===== config.mk =====
export PLATFORM = sky130hd
export DESIGN_NAME = two_by_two_systolic_array
export DESIGN_NICKNAME = d
export VERILOG_FILES = /design/src/rtl/systolic_pkg.sv /design/src/rtl/systolic_pe.sv /design/src/rtl/two_by_two_systolic_array.sv
export SDC_FILE = /design/constraint.sdc
export NUM_CORES = 1
export LEC_CHECK = 0
export BUFFER_PORTS_ARGS = -buffer_cell sky130_fd_sc_hd__buf_2
export CAP_MARGIN = 20
export CORE_MARGIN = 3
export CORE_UTILIZATION = 55
export DETAILED_ROUTE_END_ITERATION = 8
export GPL_ROUTABILITY_DRIVEN = 0
export GPL_TIMING_DRIVEN = 0
export PLACE_DENSITY = 0.77
export SYNTH_ARGS = -nofsm -noshare
export SYNTH_HDL_FRONTEND = slang
export SYNTH_SLANG_ARGS = --single-unit

===== constraint.sdc =====
create_clock -name clk -period 7.3 [get_ports clk]
set_input_delay 0.365 -clock clk [delete_from_list [all_inputs] [get_ports clk]]
set_output_delay 0.365 -clock clk [all_outputs]
set_load 0.05 [all_outputs]

===== src/rtl/systolic_pkg.sv =====
// rtl/systolic_pkg.sv - shared widths, tap geometry helpers and sequencer state type
//
// Purpose : common definitions for the 2x2 output-stationary convolution core.
// Contents: DATA_W  pixel/tap/result width
//           ACC_W   per-PE accumulator width (9 * 255 * 255 fits in 20 bits)
//           NTAPS   number of filter taps (3x3)
//           TAP_W   width of a tap index / sequencer counter
//           NPIX    number of image pixels (4x4)
//           state_t sequencer states
//           tap_row / tap_col map a tap index k = 3*kr + kc back to (kr, kc)
package systolic_pkg;

  localparam int DATA_W = 8;
  localparam int ACC_W  = 20;
  localparam int NTAPS  = 9;
  localparam int TAP_W  = 4;
  localparam int NPIX   = 16;

  typedef enum logic [1:0] {
    IDLE = 2'd0,
    RUN  = 2'd1,
    DONE = 2'd2
  } state_t;

  // Filter row of tap k (k = 3*kr + kc). Indices past the last tap map to 0;
  // they are never accumulated because their valid bit is low.
  function automatic logic [1:0] tap_row(input logic [TAP_W-1:0] k);
    logic [1:0] r;
    case (k)
      4'd0, 4'd1, 4'd2: r = 2'd0;
      4'd3, 4'd4, 4'd5: r = 2'd1;
      4'd6, 4'd7, 4'd8: r = 2'd2;
      default:          r = 2'd0;
    endcase
    return r;
  endfunction

  // Filter column of tap k.
  function automatic logic [1:0] tap_col(input logic [TAP_W-1:0] k);
    logic [1:0] c;
    case (k)
      4'd0, 4'd3, 4'd6: c = 2'd0;
      4'd1, 4'd4, 4'd7: c = 2'd1;
      4'd2, 4'd5, 4'd8: c = 2'd2;
      default:          c = 2'd0;
    endcase
    return c;
  endfunction

endpackage


===== src/rtl/systolic_pe.sv =====
// rtl/systolic_pe.sv - one multiply-accumulate processing element of the 2x2 array
//
// Purpose : accumulates i[ROW+kr][COL+kc] * f[kr][kc] for every tap that
//           arrives on its tap inputs, forwards the tap one register stage
//           downstream, and captures the low byte of its sum on load.
// Params  : ROW, COL   output position of this PE (0 or 1 each)
// Ports   : clk        rising-edge clock
//           rst        asynchronous active-high reset
//           img        all 16 pixels, img[4*row + col]
//           tap_valid  a tap is present this cycle
//           tap_idx    tap index k = 3*kr + kc
//           tap_weight filter tap f[kr][kc]
//           load       capture acc[7:0] into result
//           fwd_valid  registered copy of tap_valid for the next PE
//           fwd_idx    registered copy of tap_idx
//           fwd_weight registered copy of tap_weight
//           result     registered 8-bit result (acc modulo 256)
module systolic_pe
  import systolic_pkg::*;
#(
  parameter int ROW = 0,
  parameter int COL = 0
) (
  input  logic                         clk,
  input  logic                         rst,
  input  logic [NPIX-1:0][DATA_W-1:0]  img,
  input  logic                         tap_valid,
  input  logic [TAP_W-1:0]             tap_idx,
  input  logic [DATA_W-1:0]            tap_weight,
  input  logic                         load,
  output logic                         fwd_valid,
  output logic [TAP_W-1:0]             fwd_idx,
  output logic [DATA_W-1:0]            fwd_weight,
  output logic [DATA_W-1:0]            result
);

  logic [1:0]          pix_row;
  logic [1:0]          pix_col;
  logic [DATA_W-1:0]   pixel;
  logic [2*DATA_W-1:0] product;
  logic [ACC_W-1:0]    acc;

  // The PE's own offset plus the filter offset names the pixel under the tap.
  // ROW/COL are at most 1 and kr/kc at most 2, so the sums fit in 2 bits.
  assign pix_row = 2'(ROW) + tap_row(tap_idx);
  assign pix_col = 2'(COL) + tap_col(tap_idx);
  assign pixel   = img[{pix_row, pix_col}];

  assign product = {{DATA_W{1'b0}}, pixel} * {{DATA_W{1'b0}}, tap_weight};

  always_ff @(posedge clk or posedge rst) begin
    if (rst) begin
      acc <= '0;
    end else if (tap_valid) begin
      acc <= acc + {{(ACC_W - 2*DATA_W){1'b0}}, product};
    end
  end

  // One register stage per hop gives the diagonal wavefront downstream.
  always_ff @(posedge clk or posedge rst) begin
    if (rst) begin
      fwd_valid  <= 1'b0;
      fwd_idx    <= '0;
      fwd_weight <= '0;
    end else begin
      fwd_valid  <= tap_valid;
      fwd_idx    <= tap_idx;
      fwd_weight <= tap_weight;
    end
  end

  // Result is held until the next reset; only the single load pulse writes it.
  always_ff @(posedge clk or posedge rst) begin
    if (rst) begin
      result <= '0;
    end else if (load) begin
      result <= acc[DATA_W-1:0];
    end
  end

endmodule


===== src/rtl/two_by_two_systolic_array.sv =====
// rtl/two_by_two_systolic_array.sv - 2x2 output-stationary systolic 3x3 convolution core
//
// Purpose : 3x3 valid-mode cross-correlation of a 4x4 8-bit image with a
//           3x3 8-bit filter, producing a 2x2 8-bit map (modulo 256).
//           A tap sequencer feeds PE00; taps ripple PE00 -> PE01/PE10 ->
//           PE11, and all four results are captured together on edge 11.
// Ports   : clk          rising-edge clock
//           rst          asynchronous active-high reset
//           i00..i33     image pixels i[row][col]
//           f00..f22     filter taps f[row][col]
//           o00..o11     results o[r][c], zero until captured, then held
module two_by_two_systolic_array
  import systolic_pkg::*;
(
  input  logic              clk,
  input  logic              rst,
  input  logic [DATA_W-1:0] i00,
  input  logic [DATA_W-1:0] i01,
  input  logic [DATA_W-1:0] i02,
  input  logic [DATA_W-1:0] i03,
  input  logic [DATA_W-1:0] i10,
  input  logic [DATA_W-1:0] i11,
  input  logic [DATA_W-1:0] i12,
  input  logic [DATA_W-1:0] i13,
  input  logic [DATA_W-1:0] i20,
  input  logic [DATA_W-1:0] i21,
  input  logic [DATA_W-1:0] i22,
  input  logic [DATA_W-1:0] i23,
  input  logic [DATA_W-1:0] i30,
  input  logic [DATA_W-1:0] i31,
  input  logic [DATA_W-1:0] i32,
  input  logic [DATA_W-1:0] i33,
  input  logic [DATA_W-1:0] f00,
  input  logic [DATA_W-1:0] f01,
  input  logic [DATA_W-1:0] f02,
  input  logic [DATA_W-1:0] f10,
  input  logic [DATA_W-1:0] f11,
  input  logic [DATA_W-1:0] f12,
  input  logic [DATA_W-1:0] f20,
  input  logic [DATA_W-1:0] f21,
  input  logic [DATA_W-1:0] f22,
  output logic [DATA_W-1:0] o00,
  output logic [DATA_W-1:0] o01,
  output logic [DATA_W-1:0] o10,
  output logic [DATA_W-1:0] o11
);

  // Counter value on which the results are captured: taps occupy 0..8,
  // PE11 finishes its last tap on edge 10, so the capture edge is 11.
  localparam logic [TAP_W-1:0] LOAD_CNT = TAP_W'(NTAPS + 2);
  localparam logic [TAP_W-1:0] TAP_END  = TAP_W'(NTAPS);

  logic [NPIX-1:0][DATA_W-1:0]  img;
  logic [NTAPS-1:0][DATA_W-1:0] filt;

  state_t            state;
  logic [TAP_W-1:0]  cnt;
  logic              tap_valid;
  logic [DATA_W-1:0] tap_weight;
  logic              load;

  logic              v00, v01, v10, v11;
  logic [TAP_W-1:0]  k00, k01, k10, k11;
  logic [DATA_W-1:0] w00, w01, w10, w11;
  logic              unused_fwd;

  assign img  = {i33, i32, i31, i30, i23, i22, i21, i20,
                 i13, i12, i11, i10, i03, i02, i01, i00};
  assign filt = {f22, f21, f20, f12, f11, f10, f02, f01, f00};

  // ------------------------------------------------------------------
  // Tap sequencer. IDLE is the reset state; the first edge after reset
  // already consumes tap 0, so IDLE hands over to RUN with the counter
  // advanced to 1. RUN walks taps 0..8, drains two cycles, then captures.
  // ------------------------------------------------------------------
  always_ff @(posedge clk or posedge rst) begin
    if (rst) begin
      state <= IDLE;
      cnt   <= '0;
    end else begin
      case (state)
        IDLE: begin
          state <= RUN;
          cnt   <= cnt + 1'b1;
        end
        RUN: begin
          if (cnt == LOAD_CNT) begin
            state <= DONE;
          end else begin
            cnt <= cnt + 1'b1;
          end
        end
        DONE: begin
          state <= DONE;
        end
        default: begin
          state <= IDLE;
          cnt   <= '0;
        end
      endcase
    end
  end

  assign tap_valid = (state != DONE) && (cnt < TAP_END);
  assign load      = (state == RUN) && (cnt == LOAD_CNT);

  always_comb begin
    tap_weight = '0;
    for (int k = 0; k < NTAPS; k++) begin
      if (cnt == TAP_W'(k)) begin
        tap_weight = filt[k];
      end
    end
  end

  // ------------------------------------------------------------------
  // PE grid. PE01 and PE10 both listen to PE00; PE11 takes the copy that
  // came through PE01 (PE10 carries the identical tap on the same cycle).
  // ------------------------------------------------------------------
  systolic_pe #(.ROW(0), .COL(0)) u_pe00 (
    .clk        (clk),
    .rst        (rst),
    .img        (img),
    .tap_valid  (tap_valid),
    .tap_idx    (cnt),
    .tap_weight (tap_weight),
    .load       (load),
    .fwd_valid  (v00),
    .fwd_idx    (k00),
    .fwd_weight (w00),
    .result     (o00)
  );

  systolic_pe #(.ROW(0), .COL(1)) u_pe01 (
    .clk        (clk),
    .rst        (rst),
    .img        (img),
    .tap_valid  (v00),
    .tap_idx    (k00),
    .tap_weight (w00),
    .load       (load),
    .fwd_valid  (v01),
    .fwd_idx    (k01),
    .fwd_weight (w01),
    .result     (o01)
  );

  systolic_pe #(.ROW(1), .COL(0)) u_pe10 (
    .clk        (clk),
    .rst        (rst),
    .img        (img),
    .tap_valid  (v00),
    .tap_idx    (k00),
    .tap_weight (w00),
    .load       (load),
    .fwd_valid  (v10),
    .fwd_idx    (k10),
    .fwd_weight (w10),
    .result     (o10)
  );

  systolic_pe #(.ROW(1), .COL(1)) u_pe11 (
    .clk        (clk),
    .rst        (rst),
    .img        (img),
    .tap_valid  (v01),
    .tap_idx    (k01),
    .tap_weight (w01),
    .load       (load),
    .fwd_valid  (v11),
    .fwd_idx    (k11),
    .fwd_weight (w11),
    .result     (o11)
  );

  // Edge-of-array forward copies have no consumer.
  assign unused_fwd = ^{v10, k10, w10, v11, k11, w11};

endmodule


==> Word-level counts from Yosys, hierarchy flattened <==
Memory sizes are Yosys's and may differ from the RTL's.
Index checks and enable logic that the tools add are counted.
{ "totals": {"regBits": 144, "romBits": 256, "out_inout_bits": 32, "elab_cells": 83, "n_memories": 8} }
{ "op_classes": {"add_sub_neg": 9, "mul": 4, "n_lt_le_gt_ge": 5, "eq_ne": 14, "n_mux": 21, "n_bitwise": 1, "n_reduce_logical": 5} }
{ "memory_table": {"columns": ["memory", "words", "width", "read_ports", "rd_ports_with_merged_regs", "wr", "line", "text"], "rows": [
  ["(name not given)", 16, 2, 1, 0, 0, "systolic_pkg.sv:41", "case (k)"],
  ["(name not given)", 16, 2, 1, 0, 0, "systolic_pkg.sv:29", "case (k)"],
  ["(name not given)", 16, 2, 1, 0, 0, "systolic_pkg.sv:41", null],
  ["(name not given)", 16, 2, 1, 0, 0, "systolic_pkg.sv:29", null],
  ["(name not given)", 16, 2, 1, 0, 0, "systolic_pkg.sv:41", null],
  ["(name not given)", 16, 2, 1, 0, 0, "systolic_pkg.sv:29", null],
  ["+2 memories", null, null, null, null, null, null, null]
]} }
{ "op_table": {"columns": ["op", "n"], "rows": [
  ["binary-select mux 8 bit (select 4 bit)", 4],
  ["two-way mux 8 bit", 13],
  ["adder 20 x 16 -> 20 bit", 4],
  ["multiplier 8 x 8 -> 16 bit", 4],
  ["less-than comparator 4 x 5 -> 1 bit, second input constant", 4],
  ["== test 4 x 3 -> 1 bit, second input constant", 4],
  ["case mux 4 bit (3 select lines)", 1],
  ["adder 1 x 2 -> 2 bit, first input constant", 4],
  ["== test 4 x 2 -> 1 bit, second input constant", 2],
  ["== test 4 bit, second input constant", 2],
  ["case mux 2 bit (3 select lines)", 1],
  ["adder 4 x 1 -> 4 bit, second input constant", 1],
  ["== test 4 x 1 -> 1 bit, second input constant", 1],
  ["logical NOT 4 bit", 1],
  ["less-than comparator 4 bit, second input constant", 1],
  ["two-way mux 4 bit", 1],
  ["!= test 2 bit, second input constant", 2],
  ["== test 2 x 1 -> 1 bit, second input constant", 1],
  ["== test 2 bit, second input constant", 1],
  ["logical AND 1 bit", 2],
  ["logical NOT 2 bit", 1],
  ["two-way mux 2 bit", 1],
  ["!= test 2 x 1 -> 1 bit, second input constant", 1],
  ["AND reduction 2 bit", 1],
  ["NOT 1 bit", 1]
]} }

==> Depth between registers and ports, before layout <==
Gate-level depths: netlist of run 1.
{ "logic_depth": {"depth_word": 12, "mapped_depth": 28, "depth_no_buf": 26} }

==> By module <==
A second synthesis of run 1 with hierarchy kept.
{ "unflattened": {"cells_unflattened": 1504, "area_unflattened_um2": 13581.8} }
{ "modules_own_cells": {"columns": ["mod", "n_inst", "cells_each", "area_each_um2", "seq_area_each_um2"], "rows": [
  ["systolic_pe (u_pe00)", 1, 359, 3224.3, 725.7],
  ["systolic_pe (u_pe01)", 1, 329, 3135.5, 725.7],
  ["systolic_pe (u_pe10)", 1, 308, 3031.7, 725.7],
  ["systolic_pe (u_pe11)", 1, 332, 2984.1, 725.7],
  ["two_by_two_systolic_array", 1, 176, 1206.2, 150.1]
]} }

==> Worst setup path before layout of run 1 <==
OpenSTA, ideal clock, no wires.
{ "synth_timing": {"path_type": "register to register", "start": "reg cnt[1]", "end": "reg u_pe00.acc[7]", "t_arrival_ps": 5905, "slack_ps": 1271, "path_stages_with_launch": 28, "path_buffers": 3, "period_less_slack_ps": 6029, "cell_sequence": "dfrtp_1 -> inv_1 -> ha_1 -> and2_1 -> clkbuf_1 -> nor3_1 -> buf_2 -> buf_2 -> nand2_1 -> nand3_1 -> nand3_1 -> a31oi_1 -> nand2_1 -> fa_1 -> inv_1 -> ha_1 -> ha_1 -> fa_1 -> ha_1 -> inv_1 -> fa_1 -> inv_1 -> a21o_1 -> a21oi_1 -> xnor2_1 -> xnor3_1 -> xnor3_1 -> mux2_2"} }
{ "synth_between": {"elab_chain_len": 12, "word_cells_on_any_way": 26} }
{ "synth_lines": {"columns": ["item", "line", "text"], "rows": [
  ["start, declared", "two_by_two_systolic_array.sv:57", "logic [TAP_W-1:0] cnt;"],
  ["start signal, assigned", "two_by_two_systolic_array.sv:84", "cnt <= cnt + 1'b1;"],
  ["start signal, assigned", "two_by_two_systolic_array.sv:90", "cnt <= cnt + 1'b1;"],
  ["logical NOT 4 bit", "two_by_two_systolic_array.sv:110", "if (cnt == TAP_W'(k)) begin"],
  ["two-way mux 8 bit (9 in series)", "two_by_two_systolic_array.sv:110", null],
  ["multiplier 8 x 8 -> 16 bit", "systolic_pe.sv:49", "assign product = {{DATA_W{1'b0}}, pixel} * {{DATA_W{1'b0}}, tap_weight};"],
  ["adder 20 x 16 -> 20 bit", "systolic_pe.sv:55", "acc <= acc + {{(ACC_W - 2*DATA_W){1'b0}}, product};"],
  ["end signal, assigned", "systolic_pe.sv:55", null],
  ["end, declared", "systolic_pe.sv:41", "logic [ACC_W-1:0] acc;"]
]} }
Several ways; a longest one is shown, not always the timed one. The select of a mux whose other input is x is not followed.
A chain may end at the register's enable or synchronous reset.

==> Worst setup path in the final report of run 1 <==
{ "layout_timing": {"start": "reg u_pe00.fwd_idx[1]", "end": "reg u_pe01.acc[7]"} }
{ "layout_between": {"elab_chain_len": 6, "word_cells_on_any_way": 7} }
{ "layout_lines": {"columns": ["item", "line", "text"], "rows": [
  ["start, declared", "systolic_pe.sv:32", "output logic [TAP_W-1:0] fwd_idx,"],
  ["start signal, assigned", "systolic_pe.sv:67", "fwd_idx <= tap_idx;"],
  ["memory read (16 x 2 bit)", null, null],
  ["adder 1 x 2 -> 2 bit", "systolic_pe.sv:46", "assign pix_col = 2'(COL) + tap_col(tap_idx);"],
  ["binary-select mux 8 bit (select 4 bit) (*)", "systolic_pe.sv:47", "assign pixel = img[{pix_row, pix_col}];"],
  ["two-way mux 8 bit (not written as such) (*)", "systolic_pe.sv:47", null],
  ["multiplier 8 x 8 -> 16 bit (*)", "systolic_pe.sv:49", null],
  ["adder 20 x 16 -> 20 bit (*)", "systolic_pe.sv:55", null],
  ["end signal, assigned", "systolic_pe.sv:55", null],
  ["end, declared", "systolic_pe.sv:41", null]
]} }
Every way passes the cells marked *; elsewhere a longest branch is shown, timed or not. The select of a mux whose other input is x is not followed.

==> summary.md, run 1 <==
| Metric | Value |
|---|---|
| Outcome | `complete, no violations` |
| Top FF cell, synth | `dfrtp_1` |
| Post-synth top area cell | `dfrtp_1` |
| Reg clk slew, reported paths | `0.08 ns` |
| Number of synthesized flops with an enable pin | `0` |
| Number of failing hold endpoints at the final stage | `0` |
| Req. time, crit path | `7.59 ns` |
| Vias | `11870` |
| Final setup fails | `0` |
| Crit path kind | `register to register` |
| Largest net degree at the start of global routing | `57` |
| Top cell type's share of synthesized area | `19.75%` |
| Synth async-reset ratio | `100.0%` |
| TritonCTS clock tree | `yes` |
| Critical path cell sequence | `inv_1, ha_1, nor3b_1, o21bai_1, o22ai_1, a32o_1, a211oi_4, nand2_1, fa_1, fa_1, inv_1, ha_1, inv_1, fa_1, inv_1, fa_1, a21o_1, a21oi_1, xnor2_1, xnor2_1, xnor2_1, xnor3_1, a21oi_1` |
| Net Switching | `1166 uW` |
| Max-Cap Viols | `0` |
| VDD IR-drop max | `149.0 uV` |
| RSZ-0062 raised after global routing | `no` |
| Height of the chip | `154.7 microns` |
| Placed insts | `1864` |
| Mapped Nets | `1713` |
| Layout Nets | `1958` |
| WP buf/inv | `4` |
| Worst Setup End Kind | `register` |
| Initial cell density of the core | `56.97%` |
| CTS Sinks | `96` |
| Post-synth top cells | `nand2_1, inv_1, dfrtp_1` |
| Setup Buffers After CTS | `0` |
| First-pass GRT wire length | `66050 microns` |
| Antenna Violating Nets Remaining | `0` |
| Drt first-iter violations | `1266` |
| WL per Instance | `22.44 microns` |
| Num rows | `53` |
| Pwr dens | `182.5 nW/um^2` |
| Num CTS Buffers | `9` |
| Maximum clock path buffer count | `2` |
| Synth area leaders | `dfrtp_1, fa_1, ha_1` |
| Core Area | `21350 sq um` |
| Die Wd | `154.7 microns` |
| Part of the power in registers | `31.2%` |
| Die ar. | `23940 sq um` |
| Static Leak | `0.006846 uW` |
| Max Fclk | `140.9 MHz` |
| GRT Total Usage | `35.54%` |
| Most frequent cell after synthesis | `nand2_1` |
| Seq cells post-synth | `96` |
| CTS Hold Buffers Added | `0` |
| Post-route minimum period | `7.099 ns` |
| Cells after synthesis | `1355` |
| CP Launch Point | `u_pe00.fwd_idx[1]` |
| Worst-path fanout max | `10` |
| Startpoint Class | `register` |
| Syn_area_per_cell | `8.978 sq um` |
| Yosys warning count | `0` |
| Initial antenna violation count | `9` |
| Post-DP HPWL | `34090 microns` |
| Final period utilization | `97.25%` |
| Number of detailed-route iterations in the first pass | `7` |
| Final TNS setup | `0 ns` |
| DR vias/cell | `6.302` |
| Gr ovfl total | `0` |
| Internal cell power | `1407 uW` |
| Non-Filler Instances | `1884` |
| Post-CTS sizing | `0` |
| Crit-path max cell delay | `0.99 ns` |
| Final Max Slew Viols | `0` |
| Worst-margin pin slew | `1.286 ns` |
| Clock power share | `20.3%` |
| Root Driver | `clkbuf_16` |
| P&R area growth vs syn | `15.91%` |
| Slew headroom | `14.07%` |
| # DRC | `0` |
| Ports | `234` |
| Delay-heaviest family, CP | `adder cells` |
| Combinational fraction of design power | `48.5%` |
| CP arrival | `7.39 ns` |
| Clk Latency, worst-skew pair | `0.37 ns` |
| Crit-path slowest cell | `o21bai_1` |
| Max H-tree Level | `3` |
| Final Power | `2574 uW` |
| Cell variety after synth | `85` |
| Type of the worst min-delay path | `input pin to async pin` |
| Netlist Area Pre-Place | `12170 sq um` |
| Port bufs | `233` |
| Reg-to-reg startpoint | `u_pe00.fwd_idx[1]` |
| Share of layout cells above drive strength 1 | `23.30%` |
| Routed WL | `42270 microns` |
| Clock Skew | `0.01322 ns` |
| Switch share | `45.31%` |
| Post-synthesis sequential area ratio | `19.75%` |
| Vias in the first global route | `12080` |
==> registers in the layout, indices dropped and copies added, names as in the netlist, 8 cells and up <==
signal	flops
u_pe00.result	8
u_pe01.fwd_weight	8
u_pe10.result	8
u_pe10.acc	8
u_pe01.result	8
u_pe00.fwd_weight	8
u_pe00.acc	8
u_pe11.result	8
u_pe01.acc	8
u_pe11.acc	8
==> cells by family after synthesis <==
logic type / synth area share [%]
AND/OR/NAND/NOR: 15.39
AO/OA/AOI/OAI: 15.15
buffers and inverters: 8.886
adder cells (fa/ha/maj): 20.49
multiplexers: 14.70
flip-flops: 19.75
XOR/XNOR: 5.646
==> final timing paths <==
kind	to	slack, ns	cells after the start
setup / recovery	u_pe01.acc[7]	0.20	23
hold / removal	u_pe11.result[2]	0.06	2
setup reg to reg	u_pe01.acc[7]	0.20	23
hold reg to reg	u_pe01.fwd_weight[7]	0.44	0
max in group asynchronous	u_pe00.fwd_weight[3]	6.55	3
min in group clk	u_pe00.fwd_weight[6]	0.35	3
==> area by class of cell <==
| class | instances | area (sq um) |
|---|---|---|
| repair buffers | 234 | 1194 |
| clock inverters | 7 | 95.09 |
| inverters | 195 | 734.5 |
| clock buffers | 9 | 225.2 |
| multi-input cells | 997 | 8743 |
| diodes | 4 | 10.01 |
| fillers | 1803 | 7252 |
| flip-flops and latches | 96 | 2402 |
| well taps | 275 | 344.1 |
| plain buffers | 67 | 352.8 |
==> power groups by stage <==
| stage | Clock [uW] | Combinational [uW] | Sequential, uW |
|---|---|---|---|
| after global routing | 545 | 1390 | 823 |
| after global placement | 0 | 1210 | 804 |
| final | 523 | 1250 | 802 |
| after floorplan | 0 | 579 | 1110 |
| after detailed placement | 0 | 1250 | 811 |
| after CTS | 523 | 1260 | 802 |
==> placed cells by master (no fill, tap or decap), types with 9 or more instances in the layout <==
cell type  instances
xnor2_1           46
nand2_1          229
mux4_2            38
nor2_1            37
a21o_1            16
nor3_1            14
mux2_2            24
mux4_1            10
buf_2            256
o22ai_1           21
fa_1              72
nand3_1           31
nand2b_1          16
ha_1              84
clkbuf_16          9
inv_1            193
clkbuf_1          25
and2_1            29
a22oi_1            9
o21ai_0           60
dfrtp_1           96
xnor3_1           10
a21oi_1           42
o211ai_1          20
mux2i_1           37
==> layer usage <==
metal  up-vias  track usage, %  wire length (microns)
met5         -               0                     62
met4        10           15.98                   2151
met3       219           11.28                   5591
met2       881           56.68                  19330
met1      5596           44.43                  15140
li1       5167               -                      -
==> through the flow <==
step | utilization [%] | cell area, sq um | hold slack [ns] | setup WS (ns)
CTS | 65.72 | 14030 | 0.08711 | 0.08906
floorplan | - | 12170 | 0.3520 | 1.271
global placement | 64.05 | 13680 | 0.4096 | 0.2266
global route | 66.04 | 14100 | 0.09786 | 0.01354
detailed placement | 64.22 | 13710 | 0.4151 | 0.1216
finish | 66.04 | 14100 | 0.05616 | 0.2009
No activity file was read; power rests on OpenSTA's default activity.
==> run 2, diff against run 1 <==
- ABC_AREA: not set -> 1
==> summary.md, run 2 <==
| Metric | Value |
|---|---|
| First-pass GRT wire length | `72750 microns (was 66050 microns)` |
| Yosys warning count | `0 (unchanged)` |
| Post-CTS sizing | `0 (unchanged)` |
| CTS Hold Buffers Added | `0 (unchanged)` |
| Pre-CTS worst setup slack | `0.9506 ns (was 0.1216 ns)` |
| Num rows | `56 (was 53)` |
| CP arrival | `6.68 ns (was 7.39 ns)` |
| Max H-tree Level | `3 (unchanged)` |
| Post-route minimum period | `6.434 ns (was 7.099 ns)` |
| Non-Filler Instances | `2627 (was 1884)` |
| Most frequent cells in the layout | `nand2_1, inv_1, buf_2, nand3_1, nor2_1 (was buf_2, nand2_1, inv_1, dfrtp_1, ha_1)` |
| Die ar. | `25940 sq um (was 23940 sq um)` |
| Synth area leaders | `nand2_1, dfrtp_1, fa_1 (was dfrtp_1, fa_1, ha_1)` |
| Post-synthesis sequential area ratio | `18.16% (was 19.75%)` |
| Share of layout cells above drive strength 1 | `17.56% (was 23.30%)` |
| Mapped Nets | `2415 (was 1713)` |
| Gr ovfl total | `0 (unchanged)` |
| Top FF cell, synth | `dfrtp_1 (unchanged)` |
| Num CTS Buffers | `9 (unchanged)` |
| Number of detailed-route iterations in the first pass | `9 (was 7)` |
| Top cell type's share of synthesized area | `18.56% (was 19.75%)` |
| RSZ-0062 raised after global routing | `no (unchanged)` |
| Routed WL | `46090 microns (was 42270 microns)` |
| Crit-path slowest cell | `fa_1 (was o21bai_1)` |
| Netlist Area Pre-Place | `13230 sq um (was 12170 sq um)` |
| Final setup fails | `0 (unchanged)` |
| Final core utilization | `64.29% (was 66.04%)` |
| Die Wd | `161.1 microns (was 154.7 microns)` |
| GRT Total Usage | `35.13% (was 35.54%)` |
| Crit path kind | `register to register (unchanged)` |
| DR vias/cell | `5.639 (was 6.302)` |
| Synth async-reset ratio | `100.0% (unchanged)` |
| GRT Max-Usage Layer | `met2 (unchanged)` |
| Met1 Use GR | `46.91% (was 44.43%)` |
| Max Fclk | `155.4 MHz (was 140.9 MHz)` |
| Port bufs | `233 (unchanged)` |
| Worst-margin pin slew | `0.7475 ns (was 1.286 ns)` |
| Height of the chip | `161.1 microns (was 154.7 microns)` |
| Root Driver | `clkbuf_16 (unchanged)` |
| Number of synthesized flops with an enable pin | `0 (unchanged)` |
| Antenna Violating Nets Remaining | `0 (unchanged)` |
| Cells after synthesis | `2057 (was 1355)` |
| Post-synth top area cell | `nand2_1 (was dfrtp_1)` |
| Crit-path max cell delay | `0.58 ns (was 0.99 ns)` |
| Placed insts | `2610 (was 1864)` |
| VDD IR-drop max | `324.1 uV (was 149.0 uV)` |
| Maximum clock path buffer count | `2 (unchanged)` |
| Worst Setup End Kind | `register (unchanged)` |
| Slew headroom | `50.17% (was 14.07%)` |
| CTS Sinks | `96 (unchanged)` |
| Clk Latency, worst-skew pair | `0.36 ns (was 0.37 ns)` |
| FF-to-FF path depth | `37 (was 23)` |
| Type of the worst min-delay path | `input pin to async pin (unchanged)` |
| Layout Nets | `2660 (was 1958)` |
| Commonest non-fill, non-tap cell in the layout | `nand2_1 (was buf_2)` |
| Vias in the first global route | `14140 (was 12080)` |
| Cell variety after synth | `46 (was 85)` |
| Pwr dens | `168.0 nW/um^2 (was 182.5 nW/um^2)` |
| Syn_area_per_cell | `6.429 sq um (was 8.978 sq um)` |
| Static Leak | `0.008394 uW (was 0.006846 uW)` |
| Post-DP HPWL | `37220 microns (was 34090 microns)` |
| Largest net degree at the start of global routing | `50 (was 57)` |
| Reg clk slew, reported paths | `0.07 ns (was 0.08 ns)` |
| Worst-path fanout max | `10 (unchanged)` |
| # DRC | `21 (was 0)` |
| Final period utilization | `88.14% (was 97.25%)` |
| Failing checks | `design-rule violations` |
| Met2 usage | `54.32% (was 56.68%)` |
| Seq cells post-synth | `96 (unchanged)` |
| Outcome | `complete, but fails checks (was complete, no violations)` |
| Initial cell density of the core | `56.18% (was 56.97%)` |
| Final TNS setup | `0 ns (unchanged)` |
| Setup Buffers After CTS | `0 (unchanged)` |
| Max-Cap Viols | `0 (unchanged)` |
| Drt first-iter violations | `2068 (was 1266)` |
| Setup WS post-layout | `0.8660 ns (was 0.2009 ns)` |
| Vias | `14810 (was 11870)` |
| Initial antenna violation count | `2 (was 9)` |
| P&R area growth vs syn | `14.44% (was 15.91%)` |
| WL per Instance | `17.54 microns (was 22.44 microns)` |
| Number of failing hold endpoints at the final stage | `0 (unchanged)` |
| GR Util met3 | `8.720% (was 11.28%)` |
| Core Area | `23540 sq um (was 21350 sq um)` |
| Post-synth top cells | `nand2_1, inv_1, nand3_1 (was nand2_1, inv_1, dfrtp_1)` |
| Most frequent cell after synthesis | `nand2_1 (unchanged)` |
| Final Max Slew Viols | `0 (unchanged)` |
| Req. time, crit path | `7.55 ns (was 7.59 ns)` |
| TritonCTS clock tree | `yes (unchanged)` |
| Ports | `234 (unchanged)` |
| Startpoint Class | `register (unchanged)` |
| Clock Skew | `0.01344 ns (was 0.01322 ns)` |
-- run 2: layout make-up --
class | count | area (sq um)
multi-input combinational | 1508 | 8887
fill | 2203 | 8408
sequential | 96 | 2402
inverter | 381 | 1443
timing repair buffer | 234 | 1194
buffer | 72 | 495.5
tap | 319 | 399.1
clock buffer | 10 | 239.0
clock inverter | 6 | 72.57
antenna | 1 | 2.502
-- run 2: logic make-up after synthesis --
kind of cell,Yosys count,synth area share (%)
flip-flops,96,18.16
AND/OR/NAND/NOR,1037,33.91
AO/OA/AOI/OAI,283,12.23
multiplexers,5,0.4257
XOR/XNOR,27,1.788
adder cells (fa/ha/maj),156,18.85
buffers and inverters,453,14.64
-- run 2: report_power, final --
| part | internal [uW] | switching (uW) |
|---|---|---|
| logic | 378 | 867 |
| registers | 709 | 93.1 |
| clock network | 280 | 215 |
| total | 1370 | 1180 |
-- run 2: per-stage QoR --
step / power (uW) / hold WS, ns / cell area, sq um
2_1_floorplan: 1678 / 0.3739 / 13230
3_3_place_gp: 2008 / 0.3787 / 14790
3_5_place_dp: 2044 / 0.3891 / 14820
4_1_cts: 2556 / 0.1133 / 15130
5_1_grt: 2745 / 0.1388 / 15130
6_report: 2542 / 0.08672 / 15130
-- run 2: per-layer routing --
layer  vias up  part of all wire (%)  routed length (microns)
met3       181                    13                     6042
met4         4                   5.0                     2283
li1       6926                     -                        -
met1      6678                    39                    17940
met5         -                 0.059                       27
met2      1025                    43                    19800
-- run 2: final timing paths --
check                           startpoint  slack [ns]              endpoint
worst max-delay path                cnt[1]        0.87         u_pe00.acc[7]
worst min-delay path                   rst        0.09      u_pe10.result[0]
worst max register to register      cnt[1]        0.87         u_pe00.acc[7]
max in group asynchronous              rst        6.55  u_pe01.fwd_weight[0]
min in group clk                    f22[7]        0.36  u_pe00.fwd_weight[7]
worst min register to register      cnt[2]        0.40     u_pe00.fwd_idx[2]
-- run 2: worst max-delay path, delay by kind of cell, from the launching register on --
kind                     cells  cell delay, ns
AND/OR/NAND/NOR             16            1.67
AO/OA/AOI/OAI                2            0.15
buffers and inverters       12            1.34
XOR/XNOR                     1            0.16
adder cells (fa/ha/maj)      6            2.54
flip-flops                   1            0.44
==> run 3, diff against run 2 <==
- CTS_BUF_LIST: not set -> sky130_fd_sc_hd__clkbuf_16
- GPL_TIMING_DRIVEN: 0 -> 1
==> summary.md, run 3 (synthesized netlist as in run 2, its figures left out) <==
| Metric | Value |
|---|---|
| Post-route minimum period | `6.950 ns (was 6.434 ns)` |
| Reg clk slew, reported paths | `0.08 ns (was 0.07 ns)` |
| GRT Total Usage | `32.64% (was 35.13%)` |
| Max Fclk | `143.9 MHz (was 155.4 MHz)` |
| Outcome | `complete, no violations (was complete, but fails checks)` |
| Antenna Violating Nets Remaining | `0 (unchanged)` |
| Vias | `14290 (was 14810)` |
| Static Leak | `0.008116 uW (was 0.008394 uW)` |
| Die ar. | `25940 sq um (unchanged)` |
| DR vias/cell | `5.580 (was 5.639)` |
| Layout Nets | `2594 (was 2660)` |
| CTS Sinks | `96 (unchanged)` |
| Setup Buffers After CTS | `0 (unchanged)` |
| Worst Setup End Kind | `register (unchanged)` |
| Max-Cap Viols | `0 (unchanged)` |
| Maximum clock path buffer count | `2 (unchanged)` |
| Max H-tree Level | `3 (unchanged)` |
| Crit-path max cell delay | `0.59 ns (was 0.58 ns)` |
| Gr ovfl total | `0 (unchanged)` |
| CP most frequent cell | `inv_1` |
| Height of the chip | `161.1 microns (unchanged)` |
| Pre-CTS worst setup slack | `0.6552 ns (was 0.9506 ns)` |
| Num rows | `56 (unchanged)` |
| FF-to-FF path depth | `32 (was 37)` |
| Crit path kind | `register to register (unchanged)` |
| WL per Instance | `16.79 microns (was 17.54 microns)` |
| Req. time, crit path | `7.55 ns (about the same)` |
| Clock Skew | `0.01300 ns (was 0.01344 ns)` |
| TritonCTS clock tree | `yes (unchanged)` |
| Final setup fails | `0 (unchanged)` |
| Non-Filler Instances | `2561 (was 2627)` |
| Number of detailed-route iterations in the first pass | `7 (was 9)` |
| RSZ-0062 raised after global routing | `no (unchanged)` |
| Final TNS setup | `0 ns (unchanged)` |
| Slew headroom | `33.72% (was 50.17%)` |
| Final Max Slew Viols | `0 (unchanged)` |
| Port bufs | `233 (unchanged)` |
| Commonest non-fill, non-tap cell in the layout | `nand2_1 (unchanged)` |
| Routed WL | `43010 microns (was 46090 microns)` |
| Ports | `234 (unchanged)` |
| Area of the multi-input gates | `8900 sq um (was 8887 sq um)` |
| VDD IR-drop max | `290.1 uV (was 324.1 uV)` |
| CTS Hold Buffers Added | `0 (unchanged)` |
| First-pass GRT wire length | `68180 microns (was 72750 microns)` |
| Post-DP HPWL | `34110 microns (was 37220 microns)` |
| Clk Latency, worst-skew pair | `0.36 ns (about the same)` |
| Initial cell density of the core | `56.18% (unchanged)` |
| Number of failing hold endpoints at the final stage | `0 (unchanged)` |
| Final period utilization | `95.21% (was 88.14%)` |
| Drt first-iter violations | `1802 (was 2068)` |
| Type of the worst min-delay path | `input pin to async pin (unchanged)` |
| Placed insts | `2544 (was 2610)` |
| Root Driver | `clkbuf_16 (unchanged)` |
| P&R area growth vs syn | `10.88% (was 14.44%)` |
| Share of layout cells above drive strength 1 | `15.84% (was 17.56%)` |
| Worst-margin pin slew | `0.9942 ns (was 0.7475 ns)` |
| Worst-path fanout max | `32 (was 10)` |
| Vias in the first global route | `13680 (was 14140)` |
| Sequential Area | `2402 sq um (unchanged)` |
| Startpoint Class | `register (unchanged)` |
| # DRC | `0 (was 21)` |
| CP arrival | `7.20 ns (was 6.68 ns)` |
| Crit-path slowest cell | `nand3_2 (was fa_1)` |
| Num CTS Buffers | `9 (unchanged)` |
| FILL cells | `2292 (was 2203)` |
| Fin Hold WS | `0.06944 ns (was 0.08672 ns)` |
| Most frequent cells in the layout | `nand2_1, inv_1, buf_2, nand3_1, nor2_1 (unchanged)` |
| Pwr dens | `172.0 nW/um^2 (was 168.0 nW/um^2)` |
| Setup WS post-layout | `0.3498 ns (was 0.8660 ns)` |
| Post-CTS sizing | `0 (unchanged)` |
| Initial antenna violation count | `1 (was 2)` |
| Die Wd | `161.1 microns (unchanged)` |
| Core Area | `23540 sq um (unchanged)` |
| Largest net degree at the start of global routing | `60 (was 50)` |
[run 3: cell types whose count changed in the layout (fill, tap and decap cells not counted), moves of 2 or more]
cell      change
buf_6        -21
buf_4         -2
clkbuf_1     -14
buf_2        -27
inv_6         -2
clkinv_4      +3
[run 3: area by class of cell]
type	count	area share (%)
clock buffer	9	1.536
antenna	1	0.01706
multi-input combinational	1508	60.69
sequential	96	16.38
inverter	381	9.838
clock inverter	7	0.5034
timing repair buffer	240	8.311
tap	319	2.722
[run 3: final timing paths]
path,from,to,slack (ns)
max,cnt[1],u_pe00.acc[7],0.35
min,rst,u_pe10.result[2],0.07
max reg2reg,cnt[1],u_pe00.acc[7],0.35
min reg2reg,u_pe00.fwd_idx[1],u_pe01.fwd_idx[1],0.45
max in group asynchronous,rst,u_pe00.fwd_idx[1],6.18
min in group clk,f22[7],u_pe00.fwd_weight[7],0.32
[run 3: through the flow]
| stage | cell area, sq um | total power, uW | utilization (%) |
|---|---|---|---|
| after floorplan | 13230 | 1678 | - |
| after global placement | 14360 | 2006 | 61.01 |
| after detailed placement | 14360 | 2046 | 61.01 |
| after CTS | 14660 | 2540 | 62.28 |
| after global routing | 14660 | 2724 | 62.29 |
| final | 14660 | 2522 | 62.29 |
[run 3: critical path, delay by kind of cell, from the launching register on]
kind,cells,cell delay (ns)
adders and majority gates,6,2.81
buffers and inverters,8,0.80
and+or+nand+nor,15,2.18
AOI/OAI and AO/OA,2,0.38
xor gates and xnor gates,1,0.22
DFF,1,0.44
[run 3: layer usage]
| layer | wire [microns] | share of wire, % | GRT usage, % |
|---|---|---|---|
| met1 | 16270 | 38 | 41.31 |
| met4 | 2771 | 6.4 | 17.87 |
| met2 | 18760 | 44 | 51.56 |
| met3 | 5202 | 12 | 7.951 |
| met5 | 0 | 0 | 0 |
[run 3: power breakdown]
| group | internal [uW] | switching [uW] | total, uW |
|---|---|---|---|
| logic | 378 | 863 | 1240 |
| clock network | 242 | 237 | 479 |
| registers | 709 | 93.4 | 802 |
